File: src/rtl/computation_pkg.sv
// Shared types for the computation sequencer: FSM states, engine modes and
// the packed 2x2 result layout exchanged with computation_module.
package computation_pkg;

  localparam int unsigned ELEM_W   = 8;
  localparam int unsigned RESULT_W = 4 * ELEM_W;

  typedef enum logic [2:0] {
    IDLE,
    SEND,
    GAP,
    RUN_SINGLE,
    RUN_SA3,
    RUN_SA2,
    FINISH
  } seq_state_t;

  typedef logic [1:0] mode_t;

  localparam mode_t MODE_SINGLE = 2'd0;
  localparam mode_t MODE_SA3    = 2'd1;
  localparam mode_t MODE_SA2    = 2'd2;
  localparam mode_t MODE_ALL    = 2'd3;

  // {c11,c12,c21,c22}, c11 in the most significant byte
  typedef struct packed {
    logic [ELEM_W-1:0] c11;
    logic [ELEM_W-1:0] c12;
    logic [ELEM_W-1:0] c21;
    logic [ELEM_W-1:0] c22;
  } c_mat_t;

endpackage

File: src/rtl/computation_sequencer_if.sv
// Phase handshake and result bus between the sequencer and computation_module.
interface computation_sequencer_if;
  import computation_pkg::*;

  logic   active_send;
  logic   active_single;
  logic   active_sa3;
  logic   active_sa2;
  logic   done_send;
  logic   done_single;
  logic   done_sa3;
  logic   done_sa2;
  c_mat_t c_in;

  modport master (
    output active_send, active_single, active_sa3, active_sa2,
    input  done_send, done_single, done_sa3, done_sa2, c_in
  );

  modport slave (
    input  active_send, active_single, active_sa3, active_sa2,
    output done_send, done_single, done_sa3, done_sa2, c_in
  );

endinterface

File: src/rtl/computation_sequencer_phase_timer.sv
// Per-phase cycle counter: cleared on state entry, saturating, with a
// combinational flag once the count has reached TIMEOUT.
module phase_timer #(
  parameter int unsigned TIMEOUT = 63,
  parameter int unsigned CNT_W   = 8
) (
  input  logic             clk,
  input  logic             rst,
  input  logic             clear,
  output logic [CNT_W-1:0] cnt,
  output logic             timeout_c
);

  localparam logic [CNT_W-1:0] CNT_MAX = '1;

  always_ff @(posedge clk or negedge rst) begin
    if (!rst) begin
      cnt <= '0;
    end else if (clear) begin
      cnt <= '0;
    end else if (cnt != CNT_MAX) begin
      cnt <= cnt + CNT_W'(1);
    end
  end

  assign timeout_c = (cnt >= CNT_W'(TIMEOUT));

endmodule

File: src/rtl/computation_sequencer.sv
// Host-facing control FSM that walks computation_module through send and
// compute phases, captures results/latency and cross-checks engines in mode 3.
module computation_sequencer
  import computation_pkg::*;
#(
  parameter int unsigned TIMEOUT = 63,
  parameter int unsigned CNT_W   = 8
) (
  input  logic                    clk,
  input  logic                    rst,
  input  logic                    start,
  input  mode_t                   mode,
  output logic                    busy,
  output logic                    done,
  output logic                    error,
  output logic                    mismatch,
  output c_mat_t                  result,
  output logic [CNT_W-1:0]        last_cycles,
  computation_sequencer_if.master eng
);

  seq_state_t            state_q, state_d;
  seq_state_t            prev_q, prev_d;
  mode_t                 mode_q;
  logic [RESULT_W-1:0]   single_q;
  logic [CNT_W-1:0]      cnt;
  logic                  timeout_c;
  logic                  clear_c;
  logic                  accept_c;
  logic                  capture_c;
  logic                  store_c;
  logic                  compare_c;
  logic                  abort_c;
  logic                  act_send_q, act_single_q, act_sa3_q, act_sa2_q;

  phase_timer #(
    .TIMEOUT (TIMEOUT),
    .CNT_W   (CNT_W)
  ) u_timer (
    .clk       (clk),
    .rst       (rst),
    .clear     (clear_c),
    .cnt       (cnt),
    .timeout_c (timeout_c)
  );

  // Next state and per-cycle datapath strobes; a matching done beats timeout.
  always_comb begin
    state_d   = state_q;
    prev_d    = prev_q;
    accept_c  = 1'b0;
    capture_c = 1'b0;
    store_c   = 1'b0;
    compare_c = 1'b0;
    abort_c   = 1'b0;
    unique case (state_q)
      IDLE: begin
        if (start) begin
          accept_c = 1'b1;
          state_d  = SEND;
        end
      end
      SEND: begin
        if (eng.done_send) begin
          state_d = GAP;
          prev_d  = SEND;
        end else if (timeout_c) begin
          abort_c = 1'b1;
          state_d = FINISH;
        end
      end
      GAP: begin
        state_d = FINISH;
        unique case (prev_q)
          SEND: begin
            unique case (mode_q)
              MODE_SINGLE, MODE_ALL: state_d = RUN_SINGLE;
              MODE_SA3:              state_d = RUN_SA3;
              MODE_SA2:              state_d = RUN_SA2;
              default:               state_d = FINISH;
            endcase
          end
          RUN_SINGLE: if (mode_q == MODE_ALL) state_d = RUN_SA3;
          RUN_SA3:    if (mode_q == MODE_ALL) state_d = RUN_SA2;
          default:    state_d = FINISH;
        endcase
      end
      RUN_SINGLE: begin
        if (eng.done_single) begin
          capture_c = 1'b1;
          store_c   = (mode_q == MODE_ALL);
          state_d   = GAP;
          prev_d    = RUN_SINGLE;
        end else if (timeout_c) begin
          abort_c = 1'b1;
          state_d = FINISH;
        end
      end
      RUN_SA3: begin
        if (eng.done_sa3) begin
          capture_c = 1'b1;
          compare_c = (mode_q == MODE_ALL);
          state_d   = GAP;
          prev_d    = RUN_SA3;
        end else if (timeout_c) begin
          abort_c = 1'b1;
          state_d = FINISH;
        end
      end
      RUN_SA2: begin
        if (eng.done_sa2) begin
          capture_c = 1'b1;
          compare_c = (mode_q == MODE_ALL);
          state_d   = GAP;
          prev_d    = RUN_SA2;
        end else if (timeout_c) begin
          abort_c = 1'b1;
          state_d = FINISH;
        end
      end
      FINISH: state_d = IDLE;
      default: state_d = IDLE;
    endcase
    clear_c = (state_d != state_q);
  end

  always_ff @(posedge clk or negedge rst) begin
    if (!rst) begin
      state_q <= IDLE;
      prev_q  <= IDLE;
    end else begin
      state_q <= state_d;
      prev_q  <= prev_d;
    end
  end

  // Outputs are decoded from the next state so they line up with state entry.
  always_ff @(posedge clk or negedge rst) begin
    if (!rst) begin
      mode_q       <= MODE_SINGLE;
      single_q     <= '0;
      busy         <= 1'b0;
      done         <= 1'b0;
      error        <= 1'b0;
      mismatch     <= 1'b0;
      result       <= '0;
      last_cycles  <= '0;
      act_send_q   <= 1'b0;
      act_single_q <= 1'b0;
      act_sa3_q    <= 1'b0;
      act_sa2_q    <= 1'b0;
    end else begin
      if (accept_c) begin
        mode_q   <= mode;
        error    <= 1'b0;
        mismatch <= 1'b0;
      end
      if (abort_c) error <= 1'b1;
      if (capture_c) begin
        result      <= eng.c_in;
        last_cycles <= cnt;
      end
      if (store_c) single_q <= eng.c_in;
      if (compare_c && (eng.c_in != single_q)) mismatch <= 1'b1;
      busy         <= (state_d != IDLE) && (state_d != FINISH);
      done         <= (state_d == FINISH);
      act_send_q   <= (state_d == SEND);
      act_single_q <= (state_d == RUN_SINGLE);
      act_sa3_q    <= (state_d == RUN_SA3);
      act_sa2_q    <= (state_d == RUN_SA2);
    end
  end

  assign eng.active_send   = act_send_q;
  assign eng.active_single = act_single_q;
  assign eng.active_sa3    = act_sa3_q;
  assign eng.active_sa2    = act_sa2_q;

endmodule

File: src/flat_wrapper.sv
// flat-port wrapper written by rule: the top's interface ports become plain ports
module computation_sequencer_flat import computation_pkg::*;
#(
  parameter int unsigned TIMEOUT = 63,
  parameter int unsigned CNT_W   = 8
)
  (clk, rst, start, mode, busy, done, error, mismatch, result, last_cycles, eng_active_send, eng_active_single, eng_active_sa3, eng_active_sa2, eng_done_send, eng_done_single, eng_done_sa3, eng_done_sa2, eng_c_in);
  computation_sequencer_if eng_i ();
  input  logic clk;
  input  logic rst;
  input  logic start;
  input  mode_t mode;
  output logic busy;
  output logic done;
  output logic error;
  output logic mismatch;
  output c_mat_t result;
  output logic [CNT_W-1:0] last_cycles;
  output wire logic [$bits(eng_i.active_send)-1:0] eng_active_send;
  output wire logic [$bits(eng_i.active_single)-1:0] eng_active_single;
  output wire logic [$bits(eng_i.active_sa3)-1:0] eng_active_sa3;
  output wire logic [$bits(eng_i.active_sa2)-1:0] eng_active_sa2;
  input wire logic [$bits(eng_i.done_send)-1:0] eng_done_send;
  input wire logic [$bits(eng_i.done_single)-1:0] eng_done_single;
  input wire logic [$bits(eng_i.done_sa3)-1:0] eng_done_sa3;
  input wire logic [$bits(eng_i.done_sa2)-1:0] eng_done_sa2;
  input wire logic [$bits(eng_i.c_in)-1:0] eng_c_in;
  assign eng_active_send = eng_i.active_send;
  assign eng_active_single = eng_i.active_single;
  assign eng_active_sa3 = eng_i.active_sa3;
  assign eng_active_sa2 = eng_i.active_sa2;
  assign eng_i.done_send = eng_done_send;
  assign eng_i.done_single = eng_done_single;
  assign eng_i.done_sa3 = eng_done_sa3;
  assign eng_i.done_sa2 = eng_done_sa2;
  assign eng_i.c_in = eng_c_in;
  computation_sequencer #(.TIMEOUT(TIMEOUT), .CNT_W(CNT_W)) u_core (.clk(clk), .rst(rst), .start(start), .mode(mode), .busy(busy), .done(done), .error(error), .mismatch(mismatch), .result(result), .last_cycles(last_cycles), .eng(eng_i));
endmodule
File: config.mk
export PLATFORM = sky130hd
export DESIGN_NAME = computation_sequencer_flat
export DESIGN_NICKNAME = d
export VERILOG_FILES = /design/src/rtl/computation_pkg.sv /design/src/rtl/computation_sequencer_if.sv /design/src/rtl/computation_sequencer_phase_timer.sv /design/src/rtl/computation_sequencer.sv /design/src/flat_wrapper.sv
export SDC_FILE = /design/constraint.sdc
export NUM_CORES = 1
export LEC_CHECK = 0
export ABC_AREA = 1
export CELL_PAD_IN_SITES_DETAIL_PLACEMENT = 0
export CELL_PAD_IN_SITES_GLOBAL_PLACEMENT = 2
export CORE_ASPECT_RATIO = 1.5
export CORE_MARGIN = 2
export CORE_UTILIZATION = 35
export DETAILED_ROUTE_END_ITERATION = 10
export PLACE_DENSITY_LB_ADDON = 0.12
export SYNTH_ARGS = -nofsm -noshare
export SYNTH_HDL_FRONTEND = slang
export SYNTH_SLANG_ARGS = --single-unit
File: constraint.sdc
create_clock -name clk -period 3.5 [get_ports clk]
set_input_delay 0.35 -clock clk [delete_from_list [all_inputs] [get_ports clk]]
set_output_delay 0.35 -clock clk [all_outputs]
set_load 0.02 [all_outputs]
=== Word level (Yosys, flattened, before mapping) ===
Cells that the tools add are included.
W data, S select, Z words.

* Register bits after elaboration: 96
* Bits of input ports: 41
* Word-level logic and storage cells: 93

* $add $sub $neg: 1
* Order comparisons: 1
* Equality and inequality tests: 24
* Mux-type cells: 38
* Reduce and logical (&&, ||, !) cells: 11

{| class="wikitable"
|+ Operator list
! kind !! count
|-
| $ne A32 B32 Y1 || 1
|-
| $mux W3 || 10
|-
| $eq A3 B3 Y1 const B || 6
|-
| $pmux W3 S3 || 2
|-
| $pmux W3 S6 || 1
|-
| $mux W1 || 17
|-
| $mux W8 || 2
|-
| $eq A3 B2 Y1 const B || 4
|-
| $pmux W3 S4 || 1
|-
| $eq A3 B1 Y1 const B || 3
|-
| $add A8 B1 Y8 const B || 1
|-
| $ge A8 B6 Y1 const B || 1
|-
| $ne A2 B2 Y1 const B || 4
|-
| $ne A8 B8 Y1 const B || 1
|-
| $reduce_bool A2 Y1 || 3
|-
| $reduce_and A5 Y1 || 1
|-
| $eq A2 B2 Y1 const B || 2
|-
| $mux W2 || 2
|-
| $pmux W1 S4 || 1
|-
| $reduce_bool A4 Y1 || 1
|-
| $logic_not A3 Y1 || 1
|-
| $ne A3 B3 Y1 || 1
|-
| $ne A3 B3 Y1 const B || 1
|-
| $pmux W1 S3 || 1
|-
| 6 further kinds || 7
|}

=== Longest topological paths before layout ===
* Depth in word-level cells: 7
* Depth in mapped cells: 12
* Mapped depth without buffers: 12

=== Cells and area by module ===
Synthesis repeated with hierarchy kept, for this count alone.

* Cells, all modules: 500
* Area, all modules: 4485.6 sq um

{| class="wikitable"
|+ Modules (own cells, without submodules)
! module !! times used !! cells each !! area an instance (sq um)
|-
| computation_sequencer || 1 || 440 || 4010.1
|-
| phase_timer || 1 || 60 || 475.5
|}

=== Least setup slack after synthesis ===
Ideal clock, no wire load.

* Path kind: reg-to-reg
* Start: reg u_core.state_q[0]
* End: reg u_core.last_cycles[3]
* Library setup time: 0.125 ns
* Data arrival time: 1.446 ns
* Data required time: 3.375 ns
* Slack: 1.929 ns
* Cell stages (with the launch flop): 9
* Path buffers: 2
* Clock period less this slack: 1.571 ns
* Cell sequence: dfrtp_1 nor2_1 nand3_1 nand2_1 inv_2 nand2_2 buf_6 buf_6 mux2_4

* Cells in the longest elaborated chain, start to end: 2
* Elaborated cells between the ends (all ways): 4
* Those cells by class: eq/ne (3); mux (1)

{| class="wikitable"
|+ RTL lines
! what !! line !! RTL
|-
| start: declaration || computation_sequencer.sv:22 || <nowiki>seq_state_t state_q, state_d;</nowiki>
|-
| start signal: assignment || computation_sequencer.sv:132 || <nowiki>state_q <= state_d;</nowiki>
|-
| $eq A3 B3 Y1 or $eq A3 B2 Y1 (tied branches) || computation_sequencer.sv:56 || <nowiki>unique case (state_q)</nowiki>
|-
| $pmux W1 S3 * || computation_sequencer.sv:56 ||
|-
| end signal: assignment || computation_sequencer.sv:161 || <nowiki>last_cycles <= cnt;</nowiki>
|-
| end: declaration || computation_sequencer.sv:18 || <nowiki>output logic [CNT_W-1:0] last_cycles,</nowiki>
|}

Mark *: on every way between the ends. The rest lies on a longest branch, timed or not.
A chain may end at the register's enable or synchronous reset.

=== Worst setup path after layout ===
* Start: reg u_core.state_q[2]
* End: reg u_core.single_q[9]

* Cells in the longest elaborated chain, start to end: 2

{| class="wikitable"
|+ RTL lines
! what !! line !! RTL
|-
| $eq A3 B2 Y1 || computation_sequencer.sv:56 ||
|-
| $mux W1 || computation_sequencer.sv:56 ||
|-
| end signal: assignment || computation_sequencer.sv:163 || <nowiki>if (store_c) single_q <= eng.c_in;</nowiki>
|-
| end: declaration || computation_sequencer.sv:25 || <nowiki>logic [RESULT_W-1:0] single_q;</nowiki>
|}

No other way between the ends.

==> results by group <==
Status
  • Status: complete, no violations

Critical path
  • Worst path top cell family by delay: simple AND/OR/NAND/NOR gates
  • Maximum fanout count along the critical path: 36
  • Worst setup path start: u_core.state_q[2]
  • Worst-path cell with the longest stage delay: nor2_4
  • Critical setup path kind: reg2reg
  • CP Launch Type: register
  • Max incr delay on CP: 0.69 ns
  • Crit end category: register
  • Cell-by-cell trace of the critical path: nor2_2 -> nand2_2 -> nor2_4 -> mux2_2
  • Combined buffer and inverter count along the critical path: 0
  • Endpoint arrival time on the critical path: 2.28 ns
  • Origin of the critical flop-to-flop path: u_core.state_q[2]
  • Required time at the endpoint of the critical path: 3.72 ns

GRT
  • Initial antenna violation count: 0
  • Via count of the first global-routing pass: 3346
  • First-pass GRT wire length: 15600 um
  • Aggregate global-route resource usage: 0.147
  • Maximum number of pins on one net before global-route repair: 63
  • Remaining global-route overflow: 0

Power and ir drop
  • Worst ir drop on vdd: 0.000461 V
  • Leakage power total: 2.63 nW
  • Power density over the cells: 855 mW/mm2
  • Post-layout total power: 4.98 mW

Detailed routing
  • DRC violation total after the first TritonRoute iteration: 89
  • Vias/cell: 4.61
  • Number of iterations in the first detailed-routing pass: 4
  • Count of unresolved DRC violations after routing: 0
  • Metal1 wirelength: 3730 um
  • Metal2 WL: 5000 um
  • Highest routing layer actually used: met4
  • Via count: 3220
  • Routed len/inst: 13.3 um
  • Final ANT Viol Nets: 0
  • Final wirelength: 9280 um
  • Met3 wire length: 329 um

Placement
  • Count of placed standard cells including taps: 682
  • Detailed Place HPWL: 6800 um
  • Number of buffer cells added on primary ports: 88
  • RePlAce Congestion: 0.840

CTS
  • Root Buffer Master: clkbuf_16
  • Post-CTS Resized: 0
  • Setup Fix Bufs, Post-CTS: 0
  • Clock buffer count from CTS: 9
  • Sinks on the clock net: 96
  • Clock transition at path regs: 0.07 ns
  • Clock insertion delay at the later pin of the skew report: 0.34 ns
  • Count of H-tree levels built during CTS: 3
  • Clock tree from TritonCTS: done
  • Number of hold-repair buffers added at the cts stage: 0
  • Bufs on Longest Clock Path: 2

Logic synthesis
  • Syn_nets: 487
  • Yosys top cell area share: 0.540
  • Number of unique standard cell types used by synthesis: 28
  • Mapped Avg Cell Area: 10.0 um2
  • Post-Syn Area: 0.00445 mm2
  • Flip-flop and latch count after synthesis: 96
  • Leading post-synthesis cells by instance count: dfrtp_1 (96), nand2_1 (80), nor2_1 (49), mux2_2 (48), inv_1 (41)
  • Synthesized netlist cell count: 443
  • Number of flops mapped to enable cells by yosys: 0
  • Most frequently used flop master after synthesis: dfrtp_1
  • Total of warnings raised by yosys: 0
  • Most instantiated library cell after synthesis: dfrtp_1
  • Area contributors post-synth: dfrtp_1 (54%), mux2_2 (12%), nand2_1 (6.7%)
  • Sequential fraction of the synthesis area: 0.540
  • Biggest area consumer among synthesized cells: dfrtp_1
  • Share of synthesized registers carrying an async set or reset: 1.00

STA
  • Final-layout setup total negative slack: 0 ns
  • Actual slew at the worst max-slew pin: 0.890 ns
  • Final worst path period need: 2.06 ns
  • Count of final setup violators: 0
  • Hold violation count in the final report: 0
  • Part of the cycle the worst path needs: 0.589
  • Worst hold slack: 0.0927 ns
  • Layout Skew: 0.00703 ns
  • Highest achievable clock rate: 485 MHz
  • Remaining max-slew budget at the tightest pin: 0.405
  • Total count of max-transition violations in the final report: 0
  • RSZ-0062 raised after global routing: no

Floorplanning
  • Die Outline Area: 0.0136 mm2
  • Count of boundary I/O pins: 89
  • Vertical die dimension: 142 um
  • Standard-cell rows: 50
  • Core ar.: 0.0124 mm2
  • Starting density of the core: 0.357
  • Die Width: 96.1 um

Hold path
  • Class of the most critical hold timing path: in2async

Layout
  • Share of the core filled with cells in the final layout: 0.468
  • Proportion of layout cells with a drive suffix above 1: 0.172
  • Final Net Count: 581
  • Count of filler cells inserted in the layout: 1207
  • Area growth syn-to-layout: 31.1%
  • Total inserted antenna cells: 0
  • Post-Layout Cell Count: 698

Flow run
  • Max-cap viol count: 0
[worst paths after layout]
kind / endpoint / slack [ns] / cells past startpoint
worst max-delay path: u_core.single_q[9] / 1.44 / 4
worst min-delay path: u_core.result[29] / 0.09 / 1
worst max register to register: u_core.single_q[9] / 1.44 / 4
worst min register to register: u_core.mismatch / 0.50 / 2
max in group asynchronous: u_core.single_q[13] / 2.64 / 2
min in group clk: u_core.mismatch / 0.50 / 2
[registers in the layout (all words and copies together), names as in the netlist]
register / count
u_core.u_timer.cnt: 8
u_core.prev_q: 3
u_core.mode_q: 2
u_core.result: 32
u_core.done: 1
u_core.eng.active_single: 1
u_core.error: 1
u_core.busy: 1
u_core.last_cycles: 8
u_core.single_q: 32
u_core.mismatch: 1
u_core.eng.active_send: 1
u_core.eng.active_sa3: 1
u_core.eng.active_sa2: 1
u_core.state_q: 3
[cell type report]
class / instances / area (um2) / area share
inverter: 44 / 165 / 0.0283
clock inverter: 4 / 98.8 / 0.0169
timing repair buffer: 93 / 916 / 0.157
sequential: 96 / 2400 / 0.412
multi-input combinational: 293 / 1800 / 0.308
clock buffer: 12 / 256 / 0.0440
tap: 156 / 195 / 0.0335
[metal layers]
| metal | track usage | up-vias |
|---|---|---|
| met5 | 0 | - |
| met4 | 0.0669 | 0 |
| met3 | 0.0201 | 14 |
| met2 | 0.265 | 59 |
| met1 | 0.169 | 1540 |
| li1 | - | 1607 |
[cell families (layout without fill, tap and decap cells)]
group | count (synthesis) | count (layout) | synth area share
compound gates | 36 | 36 | 0.0422
xor+xnor | 22 | 22 | 0.0433
fa+ha+maj | 3 | 3 | 0.00844
buf+inv | 54 | 153 | 0.0560
flops | 96 | 96 | 0.540
mux | 52 | 52 | 0.135
simple gates | 180 | 180 | 0.175
[power breakdown]
group / total [mW] / internal [mW] / switching, mW
registers: 1.78 / 1.55 / 0.229
logic: 2.06 / 1.01 / 1.05
clock network: 1.14 / 0.740 / 0.404
total: 4.98 / 3.30 / 1.69
[through the flow]
step | cell area (um2) | worst slack (ns)
finish | 5830 | 1.44
global route | 5830 | 1.23
CTS | 5830 | 1.38
detailed placement | 5480 | 1.24
global placement | 5480 | 1.26
floorplan | 4450 | 1.93
[layout by cell type, fill, tap and decap left out, drive strengths merged]
cell | Yosys | final
dfrtp | 96 | 96
clkdlybuf4s50 | 0 | 87
nand2 | 83 | 83
nor2 | 53 | 53
mux2 | 52 | 52
inv | 44 | 45
nand3 | 26 | 26
o21ai | 23 | 23
xnor2 | 20 | 20
clkbuf | 1 | 12
a21oi | 10 | 10
or2 | 9 | 9
nand4 | 6 | 6
buf | 9 | 6
ha | 3 | 3
bufinv | 0 | 3
xor2 | 2 | 2
nor3 | 2 | 2
nand3b | 1 | 1
o21bai | 1 | 1
o31ai | 1 | 1
o21a | 1 | 1
[worst reg2reg max path, stage by stage, from the launching register on]
cell and delay [ns]:
dfrtp_1 0.48, nor2_2 0.23, nand2_2 0.11, nor2_4 0.69, mux2_2 0.43
Note: power is estimated with default switching activity, not from simulation.
